$ cat config.mk
export PLATFORM = sky130hd
export DESIGN_NAME = hex_display_ctrl
export DESIGN_NICKNAME = d
export VERILOG_FILES = /design/src/rtl/hex_disp_pkg.sv /design/src/rtl/btn_debounce.sv /design/src/rtl/hex_display_ctrl.sv
export SDC_FILE = /design/constraint.sdc
export NUM_CORES = 1
export LEC_CHECK = 0
export ABC_AREA = 1
export CAP_MARGIN = 0
export CORE_MARGIN = 8
export CORE_UTILIZATION = 35
export CTS_BUF_LIST = sky130_fd_sc_hd__clkbuf_4
export CTS_CLUSTER_SIZE = 20
export DETAILED_ROUTE_END_ITERATION = 7
export REMOVE_ABC_BUFFERS = 1
export SETUP_SLACK_MARGIN = 0.1
export SYNTH_ARGS = -nofsm -noshare
export SYNTH_HDL_FRONTEND = slang
export SYNTH_SLANG_ARGS = --single-unit
$ cat constraint.sdc
create_clock -name i_clk -period 1.9 [get_ports i_clk]
set_clock_uncertainty 0.05 [all_clocks]
set_input_delay 0.285 -clock i_clk [delete_from_list [all_inputs] [get_ports i_clk]]
set_output_delay 0.285 -clock i_clk [all_outputs]
set_load 0.005 [all_outputs]
$ cat src/rtl/hex_disp_pkg.sv
// Shared types and constants for the hex display source stage.
package hex_disp_pkg;

    // Display page selector; the order is the button cycling order.
    typedef enum logic [1:0] {
        PG_A    = 2'd0,
        PG_B    = 2'd1,
        PG_RES  = 2'd2,
        PG_FLAG = 2'd3
    } page_e;

    localparam page_e PG_RESET = PG_RES;

    // Bit positions inside the FPU exception flag vector.
    typedef enum int unsigned {
        FLAG_INEXACT   = 0,
        FLAG_UNDERFLOW = 1,
        FLAG_OVERFLOW  = 2,
        FLAG_DIVZERO   = 3,
        FLAG_INVALID   = 4
    } flag_idx_e;

    // Next page in the button cycling order, wrapping after the flags page.
    function automatic page_e next_page(input page_e p);
        case (p)
            PG_A:    return PG_B;
            PG_B:    return PG_RES;
            PG_RES:  return PG_FLAG;
            default: return PG_A;
        endcase
    endfunction

endpackage

$ cat src/rtl/btn_debounce.sv
// Pushbutton synchronizer + debouncer producing a one-cycle press event.
module btn_debounce #(
    parameter int unsigned DB_CYCLES = 500000,
    parameter int unsigned DB_CNT_W  = 20
) (
    input  logic i_clk,
    input  logic i_rst_n,
    input  logic i_btn_n,
    output logic o_press
);

    localparam logic [DB_CNT_W-1:0] CNT_MAX = DB_CNT_W'(DB_CYCLES - 1);

    logic                sync1_q;
    logic                sync2_q;
    logic                level_q;
    logic [DB_CNT_W-1:0] cnt_q;
    logic                press_q;
    logic                fall_c;

    // Debounced level is about to drop from released to pressed.
    assign fall_c = (sync2_q != level_q) && (cnt_q == CNT_MAX) && !sync2_q;

    // Two-flop synchronizer for the asynchronous button input.
    always_ff @(posedge i_clk or negedge i_rst_n) begin
        if (!i_rst_n) begin
            sync1_q <= 1'b1;
            sync2_q <= 1'b1;
        end else begin
            sync1_q <= i_btn_n;
            sync2_q <= sync1_q;
        end
    end

    // Stability counter; a level is accepted after DB_CYCLES differing cycles in a row.
    always_ff @(posedge i_clk or negedge i_rst_n) begin
        if (!i_rst_n) begin
            level_q <= 1'b1;
            cnt_q   <= '0;
        end else if (sync2_q == level_q) begin
            cnt_q   <= '0;
        end else if (cnt_q == CNT_MAX) begin
            level_q <= sync2_q;
            cnt_q   <= '0;
        end else begin
            cnt_q   <= cnt_q + DB_CNT_W'(1);
        end
    end

    // Registered one-cycle press event on the debounced falling edge.
    always_ff @(posedge i_clk or negedge i_rst_n) begin
        if (!i_rst_n) begin
            press_q <= 1'b0;
        end else begin
            press_q <= fall_c;
        end
    end

    assign o_press = press_q;

endmodule

$ cat src/rtl/hex_display_ctrl.sv
// FPU capture registers, page selection and display word/update pulse.
module hex_display_ctrl
    import hex_disp_pkg::*;
#(
    parameter int unsigned SIZE_DATA = 32,
    parameter int unsigned SIZE_FLAG = 5,
    parameter int unsigned DB_CYCLES = 500000,
    parameter int unsigned DB_CNT_W  = 20
) (
    input  logic                 i_clk,
    input  logic                 i_rst_n,
    input  logic                 i_fpu_valid,
    input  logic [SIZE_DATA-1:0] i_fpu_op_a,
    input  logic [SIZE_DATA-1:0] i_fpu_op_b,
    input  logic [SIZE_DATA-1:0] i_fpu_result,
    input  logic [SIZE_FLAG-1:0] i_fpu_flags,
    input  logic                 i_btn_next_n,
    input  logic                 i_sw_hold,
    output logic [SIZE_DATA-1:0] o_hex_data,
    output logic                 o_hex_en,
    output logic [1:0]           o_page
);

    logic                 press;
    logic                 cap_c;
    logic [SIZE_DATA-1:0] a_q;
    logic [SIZE_DATA-1:0] b_q;
    logic [SIZE_DATA-1:0] res_q;
    logic [SIZE_FLAG-1:0] flags_q;
    page_e                page_q;
    logic                 init_q;
    logic                 upd_q;
    logic                 en_q;
    logic [SIZE_DATA-1:0] data_q;
    logic [SIZE_DATA-1:0] disp_c;
    page_e                page_out_q;

    btn_debounce #(
        .DB_CYCLES (DB_CYCLES),
        .DB_CNT_W  (DB_CNT_W)
    ) u_btn_debounce (
        .i_clk   (i_clk),
        .i_rst_n (i_rst_n),
        .i_btn_n (i_btn_next_n),
        .o_press (press)
    );

    // Hold switch masks captures completely.
    assign cap_c = i_fpu_valid && !i_sw_hold;

    // Capture operands, result and flags of a completed operation.
    always_ff @(posedge i_clk or negedge i_rst_n) begin
        if (!i_rst_n) begin
            a_q     <= '0;
            b_q     <= '0;
            res_q   <= '0;
            flags_q <= '0;
        end else if (cap_c) begin
            a_q     <= i_fpu_op_a;
            b_q     <= i_fpu_op_b;
            res_q   <= i_fpu_result;
            flags_q <= i_fpu_flags;
        end
    end

    // Page FSM: advance one page per press event.
    always_ff @(posedge i_clk or negedge i_rst_n) begin
        if (!i_rst_n) begin
            page_q <= PG_RESET;
        end else if (press) begin
            page_q <= next_page(page_q);
        end
    end

    // Select the captured word for the current page.
    always_comb begin
        disp_c = '0;
        case (page_q)
            PG_A:    disp_c = a_q;
            PG_B:    disp_c = b_q;
            PG_RES:  disp_c = res_q;
            PG_FLAG: disp_c = SIZE_DATA'(flags_q);
            default: disp_c = '0;
        endcase
    end

    // Update pulse: one after reset, then one cycle after every capture/press.
    always_ff @(posedge i_clk or negedge i_rst_n) begin
        if (!i_rst_n) begin
            init_q <= 1'b1;
            upd_q  <= 1'b0;
            en_q   <= 1'b0;
        end else begin
            init_q <= 1'b0;
            upd_q  <= cap_c || press;
            en_q   <= init_q || upd_q;
        end
    end

    // Registered display word and page, aligned with the update pulse.
    always_ff @(posedge i_clk or negedge i_rst_n) begin
        if (!i_rst_n) begin
            data_q     <= '0;
            page_out_q <= PG_RESET;
        end else begin
            data_q     <= disp_c;
            page_out_q <= page_q;
        end
    end

    assign o_hex_data = data_q;
    assign o_hex_en   = en_q;
    assign o_page     = page_out_q;

endmodule
After elaboration in Yosys (flattened, before gate mapping). Cells that the tools add are included.

Register bits after elaboration: 164. Input port bits: 106. Output and inout port bits: 35. Word-level logic and storage cells: 36.

$add $sub $neg: 1. Equality and inequality tests: 6. Multiplexer cells: 4. Bitwise operators: 1. Reduce and logical (&&, ||, !) cells: 9.

Operator list (number): 32-bit case mux with 4 select lines (1); 20-bit two-way mux (2); 20-bit by 1-bit adder with 20-bit output (second input constant) (1); 20-bit by 19-bit == test with 1-bit output (second input constant) (1); 2-bit case mux with 3 select lines (1); 2-bit == test (second input constant) (2); 1-bit logical AND (3); 2-bit by 1-bit == test with 1-bit output (second input constant) (1); 1-bit logical NOT (2); 2-bit logical NOT (1); 1-bit logical OR (2); 2-bit AND reduction (1); 1-bit == test (1); 1-bit inequality test (1); 1-bit inverter (1).

Longest topological paths before layout.
Depth after elaboration: 3. Mapped depth: 9. Gate-level depth less buffers: 9.

Modules after synthesis. From an unflattened synthesis, not the netlist that was laid out.

Cells, all modules: 883. Area, all modules: 7285.7 µm².

Modules (own cells, without submodules): hex_display_ctrl (times used 1, cells each 710, area an instance 5923.2 µm², sequential area each 3507.1 µm²); btn_debounce (times used 1, cells each 173, area an instance 1362.6 µm², sequential area each 604.3 µm²).

Worst setup path after synthesis. OpenSTA, ideal clock, no wires.

Kind: reg2reg. Start point: register page_q[1]. End point: register data_q[0], in the netlist o_hex_data[0]. Library setup time: 0.082 ns. Data arrival time: 1.356 ns. Required time: 1.768 ns. Path slack: 0.412 ns. Stages on the path, launching flop included: 8. Path buffers: 2. Period minus slack after synthesis: 1.488 ns. Cells stage by stage: dfstp_2 -> inv_1 -> ha_1 -> buf_2 -> inv_1 -> buf_2 -> nor2_1 -> a31oi_1.

Longest elaborated chain between the ends: 2. Elaborated cells on any way between the ends: 5. Those cells by class: 3 x eq/ne; 1 x mux; 1 x reduce/logical.

RTL lines: from (decl) (line hex_display_ctrl.sv:30) `page_e page_q;`; from (signal assigned) (line hex_display_ctrl.sv:71) `page_q <= next_page(page_q);`; 2-bit == test, or another cell as far along (line hex_display_ctrl.sv:78) `case (page_q)`; 32-bit case mux with 4 select lines (*) (line hex_display_ctrl.sv:78); named net disp_c[0] (line hex_display_ctrl.sv:35) `logic [SIZE_DATA-1:0] disp_c;`; to (signal assigned) (line hex_display_ctrl.sv:106) `data_q <= disp_c;`; to (decl) (line hex_display_ctrl.sv:34) `logic [SIZE_DATA-1:0] data_q;`.

Mark *: on every way through the listed nets, which the timed path passes. The rest lies on a longest branch. A chain may end at the register's enable or synchronous reset.

Final worst setup path.
Start point: register page_out_q[1], in the netlist o_page[1]. End point: output port o_page[1].

RTL lines: from (decl) (line hex_display_ctrl.sv:36) `page_e page_out_q;`; from (signal assigned) (line hex_display_ctrl.sv:107) `page_out_q <= page_q;`; to (decl) (line hex_display_ctrl.sv:21) `output logic [1:0] o_page`.

No word-level cell between the ends.

==> run metrics <==
status=completed; Tmin final=around 1.6 ns; DRT iter0 DRCs=~190; crit start category=flip-flop; 1st-pass router iterations=4; Initial Util=roughly 36%; Placer Congestion=a little over 0.8; CP endpoint kind=output port; initial antenna violation count=0; Tcrit/Tclk final=between 80 and 90%; number of clock sinks=164; remaining global-route overflow=0; port buffer count=140; delay-heaviest family, CP=flip-flops; ant diodes=0; crit path cell chain=dlygate4sd2_1; post-route ant nets=0; DRC viols=0; VDD IR max=slightly above 0.0003 V; share of cells above drive strength 1=between 20 and 25%; final setup TNS=0 ns; HPWL Detailed=12.02 mm; async set-reset flop share out of synthesis=100.0%; flops & latches, synth=around 160; pwr dens=between 800 and 900 mW/mm^2; dpl ws=around 0.17 ns; Final Non-Filler Cells=1019; switching power=approximately 1.9 mW; Worst Path Class, Setup=flip-flop to output port; Seq pwr share=around 56%; first-pass GRT wire length=about 28 mm; dpl cells=between 900 and 1000; synth unique cells=32; Ports=141; CP max stage cell=dfstp_2; Rows=51; Leakage Power=~3.8 nW; clock root buffer=clkbuf_4; Sw Ratio=about a quarter; TritonCTS clock tree=yes; worst setup margin=~0.25 ns; number of synthesis warnings=0; Die H=~160 um; Required @ worst endpoint=about 1.6 ns; syn avg cell area=11.68 um^2; slowest stage delay, CP=between 0.5 and 0.6 ns; Clock Latency Late Sink=0.56 ns; Final nets=about 850; Final Hold Vio Count=0; CTS Buffer Depth=2; Synth Instances=between 500 and 600; wire length per cell=around 17 um; DR vias/cell=approximately 4.7; Least-Margin Pin Slew=about 0.57 ns; largest net degree at the start of global routing=between 50 and 60; Num CTS Buffers=17; area delta synth->final=29.68%; Netlist Area Pre-Place=around 0.007 mm^2; Logic pwr share=~14%; top_reg_cell synth=dfrtp_1; CP Data Arrival Time=about 1.3 ns; htree depth=4; Worst slew margin=between 60% and 70%; core area=0.01940 mm^2; routed vias=roughly 4800; RSZ-0062 raised after global routing=false; final core occ=~46%; post-synthesis sequential area ratio=around three fifths; final instance area=approximately 0.0089 mm^2; clock transition at the registers of the reported paths=0.14 ns; final setup vio count=0; worst hold path class=primary input to flip-flop; vias in the first global route=about 5200; DIE AREA=approximately 0.024 mm^2; width of the die=156.3 um; placed cell area=slightly below 0.009 mm^2; max cap viols=0; buffers plus inverters on the worst setup path=1; number of flops mapped to enable cells by yosys=0; Max FO, Critical Path=1; Global Route Usage Sum=14.49%; Cell Int Power=about 5.4 mW; fmax=~610 MHz; fin. max-slew vios=0; WL final=between 15 and 20 mm; Clk pwr share=between 20% and 30%
==> cells in the final DEF, fill, tap and decap left out, types with 6 or more instances in the layout <==
cell type,instances
clkdlybuf4s50_1,104
nand3_1,11
mux2_2,101
nand2_2,6
xor2_1,6
buf_12,6
buf_4,10
nor2_2,6
nor2_1,67
o21ai_0,6
dlygate4sd2_1,34
dfrtp_1,158
inv_1,28
dfstp_2,6
clkbuf_4,17
a21oi_1,60
nand2_1,70
==> stage by stage <==
stage / hold WS, ns / total power [mW]
6_report: 0.09124 / 7.265
5_1_grt: 0.006168 / 7.695
4_1_cts: 0.008376 / 7.402
3_5_place_dp: 0.2566 / 5.272
3_3_place_gp: 0.2574 / 5.217
2_1_floorplan: -0.06059 / 4.606
==> synthesized netlist by cell type (2+ instances only) <==
| cell type | n | area [um^2] |
|---|---|---|
| a21oi_1 | 60 | 300.3 |
| dfrtp_1 | 158 | 3954 |
| nor2_1 | 67 | 251.5 |
| a31oi_1 | 5 | 31.28 |
| o21ai_0 | 6 | 30.03 |
| nor2_4 | 5 | 56.30 |
| ha_1 | 7 | 87.58 |
| nand2_2 | 6 | 37.54 |
| dfstp_2 | 6 | 157.7 |
| mux2_2 | 101 | 1137 |
| xor2_1 | 6 | 52.55 |
| nand3_2 | 2 | 20.02 |
| nand4_1 | 2 | 12.51 |
| clkbuf_1 | 8 | 30.03 |
| buf_6 | 8 | 90.09 |
| o21ai_1 | 2 | 10.01 |
| nand2_1 | 71 | 266.5 |
| inv_1 | 28 | 105.1 |
| buf_2 | 8 | 40.04 |
| inv_2 | 2 | 7.510 |
| nor2_2 | 6 | 37.54 |
| nand3_1 | 11 | 55.05 |
| nor3b_1 | 2 | 15.01 |
| nor3_1 | 5 | 25.02 |
==> routing by layer <==
| metal | GRT usage, % | share of wire [%] | vias to the layer above |
|---|---|---|---|
| met1 | 18.03 | 43 | 2357 |
| met3 | 4.082 | 6.6 | 6 |
| met5 | 0 | 0 | - |
| met2 | 23.97 | 50 | 138 |
| met4 | 4.485 | 0.60 | 0 |
| li1 | - | - | 2264 |
==> final timing paths <==
path                                   startpoint                      end  slack, ns  cells past startpoint
min in group asynchronous                 i_rst_n  u_btn_debounce.cnt_q[7]       0.20                      2
setup / recovery                        o_page[1]                o_page[1]       0.25                      1
hold reg to reg            u_btn_debounce.sync1_q   u_btn_debounce.sync2_q       0.32                      0
max in group asynchronous                 i_rst_n            o_hex_data[8]       0.95                      3
setup reg to reg                        page_q[1]            o_hex_data[6]       0.33                      6
hold / removal                       i_btn_next_n   u_btn_debounce.sync1_q       0.09                      1
==> registers in the layout, indices dropped and copies added, names as in the netlist <==
| register | count |
|---|---|
| page_q | 2 |
| u_btn_debounce.cnt_q | 20 |
| res_q | 32 |
| o_page | 2 |
| o_hex_data | 32 |
| upd_q | 1 |
| b_q | 32 |
| o_hex_en | 1 |
| u_btn_debounce.level_q | 1 |
| init_q | 1 |
| u_btn_debounce.sync2_q | 1 |
| a_q | 32 |
| flags_q | 5 |
| u_btn_debounce.sync1_q | 1 |
| u_btn_debounce.o_press | 1 |
==> logic make-up (layout without fill, tap and decap cells) <==
family | count (synthesis) | count (layout) | synth area share, %
adders and majority gates | 7 | 7 | 1.271
AOI/OAI and AO/OA | 75 | 75 | 5.646
other | 1 | 1 | 0.05441
muxes | 101 | 101 | 16.50
buffers and inverters | 55 | 219 | 4.067
DFF | 164 | 164 | 59.66
xor gates and xnor gates | 7 | 7 | 0.9986
and+or+nand+nor | 180 | 180 | 11.80
==> final cells by class <==
cell class	instances	area, um^2
clock inverter	15	171.4
sequential	164	4111
tap	265	331.6
fill	1851	10460
timing repair buffer	157	1568
multi-input combinational	371	2515
clock buffer	17	127.6
inverter	30	112.6
==> power groups by stage <==
stage	clock network [mW]	logic (mW)	registers, mW
final	2.16	1.00	4.11
after detailed placement	0	1.09	4.18
after global placement	0	1.05	4.16
after global routing	2.43	1.10	4.16
after CTS	2.27	1.02	4.11
after floorplan	0	0.466	4.14
==> what timing repair did <==
item	CTS	global route
hold buffers	1	0
setup endpoints to repair	34	1
resized for setup	34	1
setup buffers	0	0
hold endpoints to repair	62	0
Power figures use the tool's default switching activity.
